`config.mk`:
```
export PLATFORM = sky130hd
export DESIGN_NAME = ysyx_22040895_id_stage_flat
export DESIGN_NICKNAME = d
export VERILOG_FILES = /design/src/rtl/ysyx_22040895_id_stage_if.sv /design/src/rtl/ysyx_22040895_id_stage.sv /design/src/flat_wrapper.sv
export SDC_FILE = /design/constraint.sdc
export NUM_CORES = 1
export LEC_CHECK = 0
export CAP_MARGIN = 20
export CORE_ASPECT_RATIO = 0.7
export CORE_UTILIZATION = 52
export CTS_BUF_LIST = sky130_fd_sc_hd__clkbuf_16
export DETAILED_ROUTE_END_ITERATION = 16
export PLACE_DENSITY = 0.81
export SLEW_MARGIN = 20
export SYNTH_ARGS = -nofsm -noshare
export SYNTH_HDL_FRONTEND = slang
export SYNTH_SLANG_ARGS = --single-unit
export TNS_END_PERCENT = 5
```
`constraint.sdc`:
```
create_clock -name clk -period 9.3 [get_ports clk]
set_input_delay 0.93 -clock clk [delete_from_list [all_inputs] [get_ports clk]]
set_output_delay 0.93 -clock clk [all_outputs]
set_load 0.01 [all_outputs]
```
`src/rtl/ysyx_22040895_id_stage_if.sv`:
```
// ysyx_22040895_id_stage_if
// Bundles the fetch-side and decode-side handshake and data signals of the
// instruction-decode stage.
//   master : environment side (fetch + downstream consumer). Drives flush,
//            in_valid/pc/inst and out_ready. Sees in_ready and the head entry.
//   slave  : the decode stage itself.
// Parameters: PC_W (PC width), INST_W (instruction width, 32 for RV base).
interface ysyx_22040895_id_stage_if #(
  parameter int PC_W   = 64,
  parameter int INST_W = 32
);
  logic              flush_i;
  logic              in_valid_i;
  logic              in_ready_o;
  logic [PC_W-1:0]   pc_i;
  logic [INST_W-1:0] inst_i;
  logic              out_valid_o;
  logic              out_ready_i;
  logic [PC_W-1:0]   pc_o;
  logic [INST_W-1:0] inst_o;
  logic [4:0]        rs1_o;
  logic [4:0]        rs2_o;
  logic [4:0]        rd_o;
  logic              immsel_o;
  logic [11:0]       imm1_o;
  logic [19:0]       imm2_o;
  logic              illegal_o;

  modport master (
    output flush_i, in_valid_i, pc_i, inst_i, out_ready_i,
    input  in_ready_o, out_valid_o, pc_o, inst_o, rs1_o, rs2_o, rd_o,
           immsel_o, imm1_o, imm2_o, illegal_o
  );

  modport slave (
    input  flush_i, in_valid_i, pc_i, inst_i, out_ready_i,
    output in_ready_o, out_valid_o, pc_o, inst_o, rs1_o, rs2_o, rd_o,
           immsel_o, imm1_o, imm2_o, illegal_o
  );
endinterface

```
`src/rtl/ysyx_22040895_id_stage.sv`:
```
// ysyx_22040895_id_stage
// Instruction-decode pipeline stage. Accepts {pc, inst} from fetch over a
// valid/ready handshake, decodes the raw immediate fields and register
// indices, and holds up to two decoded entries (main + skid) so that
// in_ready never depends combinationally on out_ready.
// Ports:
//   clk  : clock, rising edge
//   rst  : asynchronous active-high reset, drops all entries
//   bus  : ysyx_22040895_id_stage_if.slave (flush, input handshake,
//          output handshake, head-entry fields rs1/rs2/rd, immsel, imm1,
//          imm2, illegal)
// Optional feature macro: YSYX_22040895_ILLEGAL_DET_EN
//   defined   -> unrecognised opcodes set a stored illegal bit, reported
//                on illegal_o for the head entry
//   undefined -> illegal_o is tied to 0 and no bit is stored
module ysyx_22040895_id_stage #(
  parameter int PC_W   = 64,
  parameter int INST_W = 32
) (
  input  logic                          clk,
  input  logic                          rst,
  ysyx_22040895_id_stage_if.slave       bus
);

  typedef struct packed {
    logic [PC_W-1:0]   pc;
    logic [INST_W-1:0] inst;
    logic [4:0]        rs1;
    logic [4:0]        rs2;
    logic [4:0]        rd;
    logic              immsel;
    logic [11:0]       imm1;
    logic [19:0]       imm2;
`ifdef YSYX_22040895_ILLEGAL_DET_EN
    logic              illegal;
`endif
  } entry_t;

  typedef enum logic [1:0] {
    EMPTY = 2'd0,
    ONE   = 2'd1,
    FULL  = 2'd2
  } state_t;

  state_t state_q, state_d;
  entry_t main_q, skid_q;
  entry_t dec;
  entry_t head;

  logic in_ready;
  logic out_valid;
  logic accept;
  logic pop;
  logic load_main_in;
  logic load_main_skid;
  logic load_skid;

  // Decode straight off the fetch bus; the result is stored with the entry.
  always_comb begin
    dec        = '0;
    dec.pc     = bus.pc_i;
    dec.inst   = bus.inst_i;
    dec.rs1    = bus.inst_i[19:15];
    dec.rs2    = bus.inst_i[24:20];
    dec.rd     = bus.inst_i[11:7];
    dec.immsel = 1'b1;
    case (bus.inst_i[6:0])
      7'b0000011, 7'b0010011, 7'b0011011, 7'b1100111, 7'b1110011: begin
        dec.imm1 = bus.inst_i[31:20];
      end
      7'b0100011: begin
        dec.imm1 = {bus.inst_i[31:25], bus.inst_i[11:7]};
      end
      // Branch offset is kept halved; the consumer appends the zero LSB.
      7'b1100011: begin
        dec.imm1 = {bus.inst_i[31], bus.inst_i[7], bus.inst_i[30:25], bus.inst_i[11:8]};
      end
      7'b0110111, 7'b0010111: begin
        dec.immsel = 1'b0;
        dec.imm2   = bus.inst_i[31:12];
      end
      // Jump offset is kept halved as well.
      7'b1101111: begin
        dec.immsel = 1'b0;
        dec.imm2   = {bus.inst_i[31], bus.inst_i[19:12], bus.inst_i[20], bus.inst_i[30:21]};
      end
      7'b0110011, 7'b0111011: begin
        dec.immsel = 1'b1;
      end
      default: begin
        dec.immsel = 1'b1;
`ifdef YSYX_22040895_ILLEGAL_DET_EN
        dec.illegal = 1'b1;
`endif
      end
    endcase
  end

  // Ready depends only on occupancy, never on out_ready.
  assign in_ready  = !rst && (state_q != FULL);
  assign out_valid = (state_q != EMPTY);
  assign accept    = bus.in_valid_i & in_ready;
  assign pop       = out_valid & bus.out_ready_i;

  always_ff @(posedge clk or posedge rst) begin
    if (rst) begin
      state_q <= EMPTY;
    end else begin
      state_q <= state_d;
    end
  end

  // Flush wins over everything: an accept in the same cycle is dropped,
  // a pop in the same cycle has already been taken by downstream.
  always_comb begin
    state_d        = state_q;
    load_main_in   = 1'b0;
    load_main_skid = 1'b0;
    load_skid      = 1'b0;
    if (bus.flush_i) begin
      state_d = EMPTY;
    end else begin
      case (state_q)
        EMPTY: begin
          if (accept) begin
            state_d      = ONE;
            load_main_in = 1'b1;
          end
        end
        ONE: begin
          if (accept && pop) begin
            load_main_in = 1'b1;
          end else if (accept) begin
            state_d   = FULL;
            load_skid = 1'b1;
          end else if (pop) begin
            state_d = EMPTY;
          end
        end
        FULL: begin
          if (pop) begin
            state_d        = ONE;
            load_main_skid = 1'b1;
          end
        end
        default: begin
          state_d = EMPTY;
        end
      endcase
    end
  end

  always_ff @(posedge clk or posedge rst) begin
    if (rst) begin
      main_q <= '0;
      skid_q <= '0;
    end else begin
      if (load_main_in) begin
        main_q <= dec;
      end else if (load_main_skid) begin
        main_q <= skid_q;
      end
      if (load_skid) begin
        skid_q <= dec;
      end
    end
  end

  // Stale main contents are masked so the outputs read zero when empty.
  assign head = out_valid ? main_q : '0;

  assign bus.in_ready_o  = in_ready;
  assign bus.out_valid_o = out_valid;
  assign bus.pc_o        = head.pc;
  assign bus.inst_o      = head.inst;
  assign bus.rs1_o       = head.rs1;
  assign bus.rs2_o       = head.rs2;
  assign bus.rd_o        = head.rd;
  assign bus.immsel_o    = head.immsel;
  assign bus.imm1_o      = head.imm1;
  assign bus.imm2_o      = head.imm2;
`ifdef YSYX_22040895_ILLEGAL_DET_EN
  assign bus.illegal_o   = head.illegal;
`else
  assign bus.illegal_o   = 1'b0;
`endif

endmodule

```
`src/flat_wrapper.sv`:
```
// flat-port wrapper written by rule: the top's interface ports become plain ports
module ysyx_22040895_id_stage_flat 
#(
  parameter int PC_W   = 64,
  parameter int INST_W = 32
)
  (clk, rst, bus_flush_i, bus_in_valid_i, bus_pc_i, bus_inst_i, bus_out_ready_i, bus_in_ready_o, bus_out_valid_o, bus_pc_o, bus_inst_o, bus_rs1_o, bus_rs2_o, bus_rd_o, bus_immsel_o, bus_imm1_o, bus_imm2_o, bus_illegal_o);
  ysyx_22040895_id_stage_if #(.PC_W(PC_W), .INST_W(INST_W)) bus_i ();
  input  logic clk;
  input  logic rst;
  input wire logic [$bits(bus_i.flush_i)-1:0] bus_flush_i;
  input wire logic [$bits(bus_i.in_valid_i)-1:0] bus_in_valid_i;
  input wire logic [$bits(bus_i.pc_i)-1:0] bus_pc_i;
  input wire logic [$bits(bus_i.inst_i)-1:0] bus_inst_i;
  input wire logic [$bits(bus_i.out_ready_i)-1:0] bus_out_ready_i;
  output wire logic [$bits(bus_i.in_ready_o)-1:0] bus_in_ready_o;
  output wire logic [$bits(bus_i.out_valid_o)-1:0] bus_out_valid_o;
  output wire logic [$bits(bus_i.pc_o)-1:0] bus_pc_o;
  output wire logic [$bits(bus_i.inst_o)-1:0] bus_inst_o;
  output wire logic [$bits(bus_i.rs1_o)-1:0] bus_rs1_o;
  output wire logic [$bits(bus_i.rs2_o)-1:0] bus_rs2_o;
  output wire logic [$bits(bus_i.rd_o)-1:0] bus_rd_o;
  output wire logic [$bits(bus_i.immsel_o)-1:0] bus_immsel_o;
  output wire logic [$bits(bus_i.imm1_o)-1:0] bus_imm1_o;
  output wire logic [$bits(bus_i.imm2_o)-1:0] bus_imm2_o;
  output wire logic [$bits(bus_i.illegal_o)-1:0] bus_illegal_o;
  assign bus_i.flush_i = bus_flush_i;
  assign bus_i.in_valid_i = bus_in_valid_i;
  assign bus_i.pc_i = bus_pc_i;
  assign bus_i.inst_i = bus_inst_i;
  assign bus_i.out_ready_i = bus_out_ready_i;
  assign bus_in_ready_o = bus_i.in_ready_o;
  assign bus_out_valid_o = bus_i.out_valid_o;
  assign bus_pc_o = bus_i.pc_o;
  assign bus_inst_o = bus_i.inst_o;
  assign bus_rs1_o = bus_i.rs1_o;
  assign bus_rs2_o = bus_i.rs2_o;
  assign bus_rd_o = bus_i.rd_o;
  assign bus_immsel_o = bus_i.immsel_o;
  assign bus_imm1_o = bus_i.imm1_o;
  assign bus_imm2_o = bus_i.imm2_o;
  assign bus_illegal_o = bus_i.illegal_o;
  ysyx_22040895_id_stage #(.PC_W(PC_W), .INST_W(INST_W)) u_core (.clk(clk), .rst(rst), .bus(bus_i));
endmodule
```
-- Yosys cells after proc, flatten, opt, wreduce, memory -nomap -nowiden
Index checks and enable logic that the tools add are counted.
- multiplexer cells: 23
- bitwise operators: 2
- reductions and logical operators: 10
- equal/unequal tests: 17
- operators with widths (cell ; count):
    $mux 144 ; 3
    $pmux 20 s2 ; 1
    $pmux 12 s3 ; 1
    $eq 7x7->1 const B ; 4
    $eq 7x5->1 const B ; 3
    $eq 7x6->1 const B ; 2
    $mux 2 ; 6
    $mux 1 ; 10
    $eq 7x2->1 const B ; 1
    $ne 3x2->1 const B ; 2
    $pmux 2 s3 ; 1
    $reduce_or 5->1 ; 1
    $ne 4x2->1 const B ; 1
    $reduce_and 4->1 ; 1
    $reduce_bool 2->1 ; 2
    $ne 3x3->1 const B ; 1
    $reduce_or 3->1 ; 1
    $and 1x1->1 ; 2
    $eq 2x1->1 const B ; 1
    $eq 2x2->1 const B ; 1
    $logic_and 1x1->1 ; 2
    $logic_not 2->1 ; 1
    $ne 2x2->1 const B ; 1
    $pmux 1 s2 ; 1
    other kinds (2) ; 2
- input port bits: 101
- output and inout bits: 147
- flip-flop bits (word level): 290
- word-level logic and storage cells: 69

-- Logic depth before layout (Yosys ltp)
Gate-level depths: netlist (run 1).
- depth in word-level cells: 8
- depth in mapped cells: 7
- depth with buffers taken out: 4

-- Worst setup path before layout (run 1)
No wires, ideal clock.
- kind: input to output
- from: input port rst
- to: output port bus_in_ready_o
- path slack: 1.562 ns
- data required time: 8.370 ns
- arrival: 6.808 ns
- stages on the path: 2
- cells stage by stage: inv_1 o21a_1
- longest elaborated chain between the ends: 2
- ends and longest elaborated chain (what ; RTL line ; text):
    from (decl) ; flat_wrapper.sv:10 ; input logic rst;
    $logic_not 1->1 (no source line) ; n/a ;
    $logic_and 1x1->1 ; ysyx_22040895_id_stage.sv:100 ; assign in_ready = !rst && (state_q != FULL);
    to (decl) ; flat_wrapper.sv:16 ; output wire logic [$bits(bus_i.in_ready_o)-1:0] bus_in_ready_o;
No other way between the ends.

-- Worst setup path in the final report (run 1)
Same ends and word-level chain as after synthesis.

==> results by group, run 1 <==
Yosys
  – Cell Area, Synth: between 10000 and 15000 um^2
  – YS warnings: 0
  – Avg Cell Area, Syn: between 9 and 10 um^2
  – Cell accounting for the most synthesized area: dfrtp_1
  – Ys flop type: dfrtp_1
  – Synth area leaders: dfrtp_1 55%, nand2_1 17%, a22oi_1 7.8%
  – Count leader, synth: nand2_1
  – Post-synth top area share: 55.0%
  – Gate Count Post-Synth: about 1300
  – Post-synth cell types: 43
  – Async S/R FF share, synth: between 90% and 100%
  – Post-synthesis sequential area ratio: a little under three fifths
  – Post-synth top cells: 528 x nand2_1, 260 x dfrtp_1, 136 x and2_1
  – EDFF count, synth: 0
  – FF+latch count, synth: 260
  – Synth Net Count: between 1000 and 1500

Die
  – Initial core utilization: a little over half
  – Row Count: 45
  – Chip Height: about 130 um
  – Die ar.: between 20000 and 25000 um^2
  – Core Area: roughly 22000 um^2
  – IO Count: around 250
  – Die Wd: between 150 and 200 um

Power
  – Int Pwr: roughly 2.2 mW
  – Total power: 2.94 mW
  – Leak pwr: 7.19 nW
  – Comb pwr share: around 15%
  – Sequential Power Share: between 40% and 50%
  – Sw frac: between 20 and 30%
  – Psw: roughly 0.76 mW
  – Worst vdd ir: 0.131 mV
  – Pwr Density: between 150 and 200 nW/um^2
  – Clock power share: ~37%

Timing
  – Fin crit period: 3.82 ns
  – Worst slew margin: between 30% and 40%
  – Endpoints failing hold: 0
  – Max Slew Vio Count: 0
  – # setup viols final: 0
  – Fmax: 262 MHz
  – Final setup TNS: 0 ns
  – RSZ-0062 raised after global routing: false
  – Worst Skew: 0.00827 ns
  – Measured slew at the worst slew-check pin: 1.00 ns
  – Fin crit share: approximately two fifths

Finish
  – Finished Cell Area: around 15000 um^2
  – N_diodes: 0
  – Final #Nets: around 1600
  – Share of layout cells above drive strength 1: 3.88%
  – Fillers: approximately 1700
  – P&R area growth vs syn: 27.4%

Critical path
  – Crit path cell chain: clkdlybuf4s50_1 > inv_8 > o21a_1 > clkdlybuf4s50_1
  – Element type at the critical path start: primary input
  – Most used cell, CP: clkdlybuf4s50_1
  – Bufs and invs on worst path: 3
  – CP Max Fanout: about 100
  – Crit end category: output port
  – CP Data Arrival Time: 2.89 ns
  – Crit-path leading delay family: buffers and inverters
  – WS Path Type: in -> out
  – Slowest stage cell on the critical path: clkdlybuf4s50_1
  – WP data required: approximately 8.4 ns
  – CP max stage delay: between 0.5 and 0.6 ns

Min path
  – HP Class: reg -> reg

Clock tree
  – Cts hold-fix bufs: 0
  – CTS Root Cell: clkbuf_16
  – Cts repair resizes: 0
  – CTS tree: yes
  – Post-CTS Repair Setup Buffers: 0
  – Num CTS Buffers: 25
  – Clk slew on worst S/H paths: roughly 0.06 ns
  – Clk_lat worst skew: roughly 0.52 ns
  – CTS H-Tree Depth: 1
  – # clock sinks: 260
  – Max Root-Sink Buffers: 3

Global routing
  – First-pass GRT wire length: about 51000 um
  – Initial antenna violation count: 2
  – Largest net degree at the start of global routing: between 100 and 150
  – Vias in the first global route: around 9500
  – Overflow after GRT: 0
  – Gr usage total: between 20% and 30%

Status
  – Status: completed

Place
  – IO Port Bufs: ~250
  – Final HPWL DP: just over 20000 um
  – Placer Congestion: slightly below 0.9
  – Placed cell areas: 14200 um^2

Drt
  – Via count: approximately 10000
  – Routed vias/inst: 5.66
  – Initial drt markers: ~970
  – DR WL/cell: around 18 um
  – Wire length on met2: roughly 14000 um
  – WL met3: approximately 2800 um
  – Total wire length: around 32000 um
  – Highest routed layer: met5
  – Post-DRT Antenna Nets: 0
  – DRC viols: 0
  – Pre-antenna DRT Iters: 6
  – M1 WL: between 10000 and 15000 um

Run
  – Max Cap Violations: 0
==> metal layers <==
layer	global-route usage [%]	vias up
li1	-	4656
met1	42.2	4920
met2	40.9	443
met3	5.14	42
met4	5.34	2
met5	0	-
==> final timing paths <==
| check | startpoint | endpoint | slack [ns] | cells past startpoint |
|---|---|---|---|---|
| worst min-delay path | u_core.main_q[106]$_DFFE_PP0P_ | u_core.main_q[106]$_DFFE_PP0P_ | 0.46 | 2 |
| worst max-delay path | rst | bus_in_ready_o | 5.48 | 4 |
| worst max register to register | u_core.state_q[1]$_DFFE_PP0P_ | u_core.skid_q[27]$_DFFE_PP0P_ | 6.35 | 5 |
| min in group asynchronous | rst | u_core.main_q[135]$_DFFE_PP0P_ | 1.02 | 2 |
| max in group asynchronous | rst | u_core.skid_q[12]$_DFFE_PP0P_ | 6.83 | 3 |
| worst min register to register | u_core.main_q[106]$_DFFE_PP0P_ | u_core.main_q[106]$_DFFE_PP0P_ | 0.46 | 2 |
==> flip-flops by register name (all words and copies together) (netlist names) <==
register	cells
u_core.state_q	2
u_core.main_q	129
u_core.skid_q	129
==> cells in the final DEF, fill, tap and decap left out, types with 5 or more instances in the layout <==
| master | count |
|---|---|
| a21oi_1 | 24 |
| a221o_1 | 12 |
| a22oi_1 | 123 |
| and2_1 | 134 |
| and3_1 | 11 |
| buf_4 | 8 |
| bufinv_16 | 6 |
| clkbuf_16 | 25 |
| clkdlybuf4s50_1 | 246 |
| dfrtp_1 | 260 |
| inv_1 | 6 |
| mux2_2 | 5 |
| nand2_1 | 528 |
| o21ai_0 | 35 |
| o22ai_1 | 15 |
==> through the flow <==
| stage | util [%] | worst slack (ns) | std cells | hold WS, ns |
|---|---|---|---|---|
| floorplan | - | 1.20 | 1310 | 0.438 |
| global placement | 64.5 | 5.41 | 1734 | 0.450 |
| detailed placement | 64.5 | 5.31 | 1734 | 0.454 |
| CTS | 68.4 | 5.45 | 1776 | 0.469 |
| global route | 68.6 | 5.37 | 1777 | 0.485 |
| finish | 68.6 | 5.48 | 1777 | 0.465 |
==> power by group through the flow <==
stage	sequential (mW)	combinational (mW)	clock (mW)
after floorplan	1.40	0.258	0
after global placement	1.43	0.420	0
after detailed placement	1.43	0.434	0
after CTS	1.42	0.438	1.10
after global routing	1.44	0.490	1.15
final	1.42	0.438	1.09
==> final cells by class <==
type / instances / area, um^2 / share of cell area, %
Multi-Input combinational cell: 935 / 4760 / 31.6
Sequential cell: 260 / 6510 / 43.2
Tap cell: 282 / 353 / 2.34
Inverter: 2 / 15.0 / 0.0997
Clock inverter: 17 / 234 / 1.55
Clock buffer: 25 / 626 / 4.15
Timing Repair Buffer: 256 / 2560 / 17.0
==> worst register-to-register path: cells and delay by family, from the launching register on <==
kind	cells	cell delay (ns)
simple gates	2	1.05
compound gates	2	0.78
buf+inv	1	0.59
flops	1	0.48
==> cells by family (layout without fill, tap and decap cells) <==
logic type             count (synthesis)  count (layout)  synth area share, %
AOI/OAI and AO/OA                    226             226                 13.2
buffers and inverters                115             300                 4.87
DFF                                  260             260                 55.0
muxes                                  7               7                0.646
other                                  1               1               0.0317
and+or+nand+nor                      701             701                 26.2
Note: power is estimated with default switching activity, not from simulation.
==> run 2: changes to the inputs <==
--- a/config.mk
+++ b/config.mk
@@ -7,10 +7,10 @@
 export LEC_CHECK = 0
 export CAP_MARGIN = 20
 export CORE_ASPECT_RATIO = 0.7
-export CORE_UTILIZATION = 52
+export CORE_UTILIZATION = 47
 export CTS_BUF_LIST = sky130_fd_sc_hd__clkbuf_16
 export DETAILED_ROUTE_END_ITERATION = 16
-export PLACE_DENSITY = 0.81
+export PLACE_DENSITY = 0.77
 export SLEW_MARGIN = 20
 export SYNTH_ARGS = -nofsm -noshare
 export SYNTH_HDL_FRONTEND = slang
==> constraint.sdc (replaced) <==
create_clock -name clk -period 3.37 [get_ports clk]
set_input_delay 0.337 -clock clk [delete_from_list [all_inputs] [get_ports clk]]
set_output_delay 0.337 -clock clk [all_outputs]
set_load 0.01 [all_outputs]
==> results by group, run 2 (synthesis results as in run 1) <==
Min path
  – Min-Delay Startpoint: bus_pc_i[46]
  – HP Class: in -> reg
  – Hold Crit Depth: 3
  – Hold endpoint: u_core.skid_q[126]$_DFFE_PP0P_

Drt
  – Routed vias/inst: roughly 5.5
  – Total wire length: around 33000 um
  – Pre-antenna DRT Iters: 8
  – DRC viols: 0
  – Post-DRT Antenna Nets: 0
  – DR WL/cell: around 18 um
  – Via count: just over 10000
  – Initial drt markers: roughly 860

Timing
  – Worst slew margin: between 40 and 50%
  – Measured slew at the worst slew-check pin: between 0.8 and 0.9 ns
  – Worst Skew: between 0.01 and 0.015 ns
  – Fin crit share: between 80% and 90%
  – Fin crit period: between 2 and 3 ns
  – # setup viols final: 0
  – RSZ-0062 raised after global routing: false
  – Max Slew Vio Count: 0
  – Endpoints failing hold: 0
  – Fmax: 340 MHz

Global routing
  – Initial antenna violation count: 0
  – Gr usage total: ~26%
  – Vias in the first global route: approximately 9700
  – Overflow after GRT: 0
  – First-pass GRT wire length: 52600 um
  – Largest net degree at the start of global routing: ~170

Clock tree
  – Num CTS Buffers: 26
  – Cts hold-fix bufs: 0
  – Post-CTS Repair Setup Buffers: 0
  – # clock sinks: 260
  – CTS Root Cell: clkbuf_16
  – Cts repair resizes: 0
  – Clk_lat worst skew: 0.52 ns
  – CTS tree: yes
  – CTS H-Tree Depth: 1
  – Clk slew on worst S/H paths: 0.06 ns
  – Max Root-Sink Buffers: 3

Place
  – Placed cell areas: ~14000 um^2
  – Placer Congestion: between 0.8 and 0.9
  – Final HPWL DP: between 20000 and 25000 um
  – IO Port Bufs: approximately 250

Finish
  – N_diodes: 0
  – Most common cell after layout, fill and taps aside: nand2_1
  – Most frequent cells in the layout: 528 x nand2_1, 260 x dfrtp_1, 246 x clkdlybuf4s50_1, 134 x and2_1, 123 x a22oi_1
  – Biggest regs: u_core.main_q x129, u_core.skid_q x129, u_core.state_q x2
  – Final #Nets: 1596
  – Core occupancy in the finished layout: approximately three fifths
  – Fillers: just over 2000
  – P&R area growth vs syn: 28.5%
  – Share of layout cells above drive strength 1: 4.63%
  – Area of the multi-input gates: roughly 4800 um^2
  – Register Area: 6510 um^2
  – Finished Cell Area: 15200 um^2

Die
  – Initial core utilization: a little under half
  – Chip Height: between 100 and 150 um
  – IO Count: 248
  – Die Wd: 192 um
  – Row Count: 48
  – Core Area: 24700 um^2
  – Die ar.: between 20000 and 30000 um^2

Critical path
  – Crit path cell chain: or2_4 > buf_12 > and2_1 > clkdlybuf4s50_1
  – CP Data Arrival Time: 2.61 ns
  – WP data required: 3.03 ns
  – CP max stage delay: approximately 0.56 ns
  – CP Max Fanout: 63
  – Crit end category: output port
  – Reg2reg end: u_core.main_q[124]$_DFFE_PP0P_
  – CP Depth: 4
  – Element type at the critical path start: flop
  – R2R cell count: 5
  – Worst R2R Setup Slack: between 1 and 1.5 ns
  – WS Path Type: reg -> out
  – Slowest stage cell on the critical path: or2_4
  – Crit-path leading delay family: buffers and inverters
  – Bufs and invs on worst path: 2
  – R2r startpoint: u_core.state_q[1]$_DFFE_PP0P_

Power
  – Total power: roughly 8 mW
  – Worst vdd ir: 0.317 mV
  – Leak pwr: 7.25 nW
  – Pwr Density: just over 500 nW/um^2

Run
  – Max Cap Violations: 0

Status
  – Status: completed
[run 2: cell types whose count changed in the layout (fill, tap and decap cells not counted), sizes merged]
cell	before	now
buf	10	24
clkinv	4	10
bufinv	6	2
clkbuf	25	27
inv	9	7
clkinvlp	0	1
[run 2: power breakdown]
part           internal, mW  total [mW]  switching, mW  leakage, nW
clock network          1.59        2.76           1.18        0.418
registers              3.63        3.91          0.277         3.37
logic                 0.588        1.22          0.634         3.46
total                  5.81        7.90           2.09         7.25
[run 2: through the flow]
stage / worst slack [ns] / cells / hold WS (ns) / TNS, ns
2_1_floorplan: -1.50 / 1310 / 0.403 / -106.54
4_1_cts: 0.361 / 1837 / 0.357 / 0
3_5_place_dp: 0.654 / 1792 / 0.455 / 0
5_1_grt: 0.242 / 1837 / 0.379 / 0
6_report: 0.426 / 1837 / 0.371 / 0
3_3_place_gp: 0.705 / 1792 / 0.450 / 0
[run 2: worst max path at each step]
| stage | start | endpoint | slack (ns) |
|---|---|---|---|
| final | u_core.state_q[1]$_DFFE_PP0P_ | bus_rd_o[1] | 0.43 |
| after global routing | u_core.state_q[1]$_DFFE_PP0P_ | bus_inst_o[4] | 0.24 |
| after CTS | u_core.state_q[1]$_DFFE_PP0P_ | bus_rd_o[0] | 0.36 |
| after detailed placement | bus_flush_i | u_core.main_q[121]$_DFFE_PP0P_ | 0.65 |
| after global placement | bus_flush_i | u_core.main_q[136]$_DFFE_PP0P_ | 0.71 |
| after floorplan | rst | bus_in_ready_o | -1.50 |
[run 2: final cells by class]
class / instances / share of cell area [%]
multi-input combinational: 935 / 31.4
sequential: 260 / 42.8
tap: 325 / 2.68
clock inverter: 18 / 0.823
inverter: 2 / 0.0741
clock buffer: 27 / 4.45
timing repair buffer: 270 / 17.8
[run 2: worst min-delay path, stage by stage]
cell	delay (ns)
clkdlybuf4s50_1	0.42
nand2_1	0.06
nand2_1	0.04
[run 2: per-layer routing]
metal  vias up  track usage (%)  routed length [um]
met5         -                0                   0
met4         0             4.32                 357
met3        34             5.17                2860
met2       453             37.7               14400
met1      4898             39.3               15300
li1       4685                -                   -
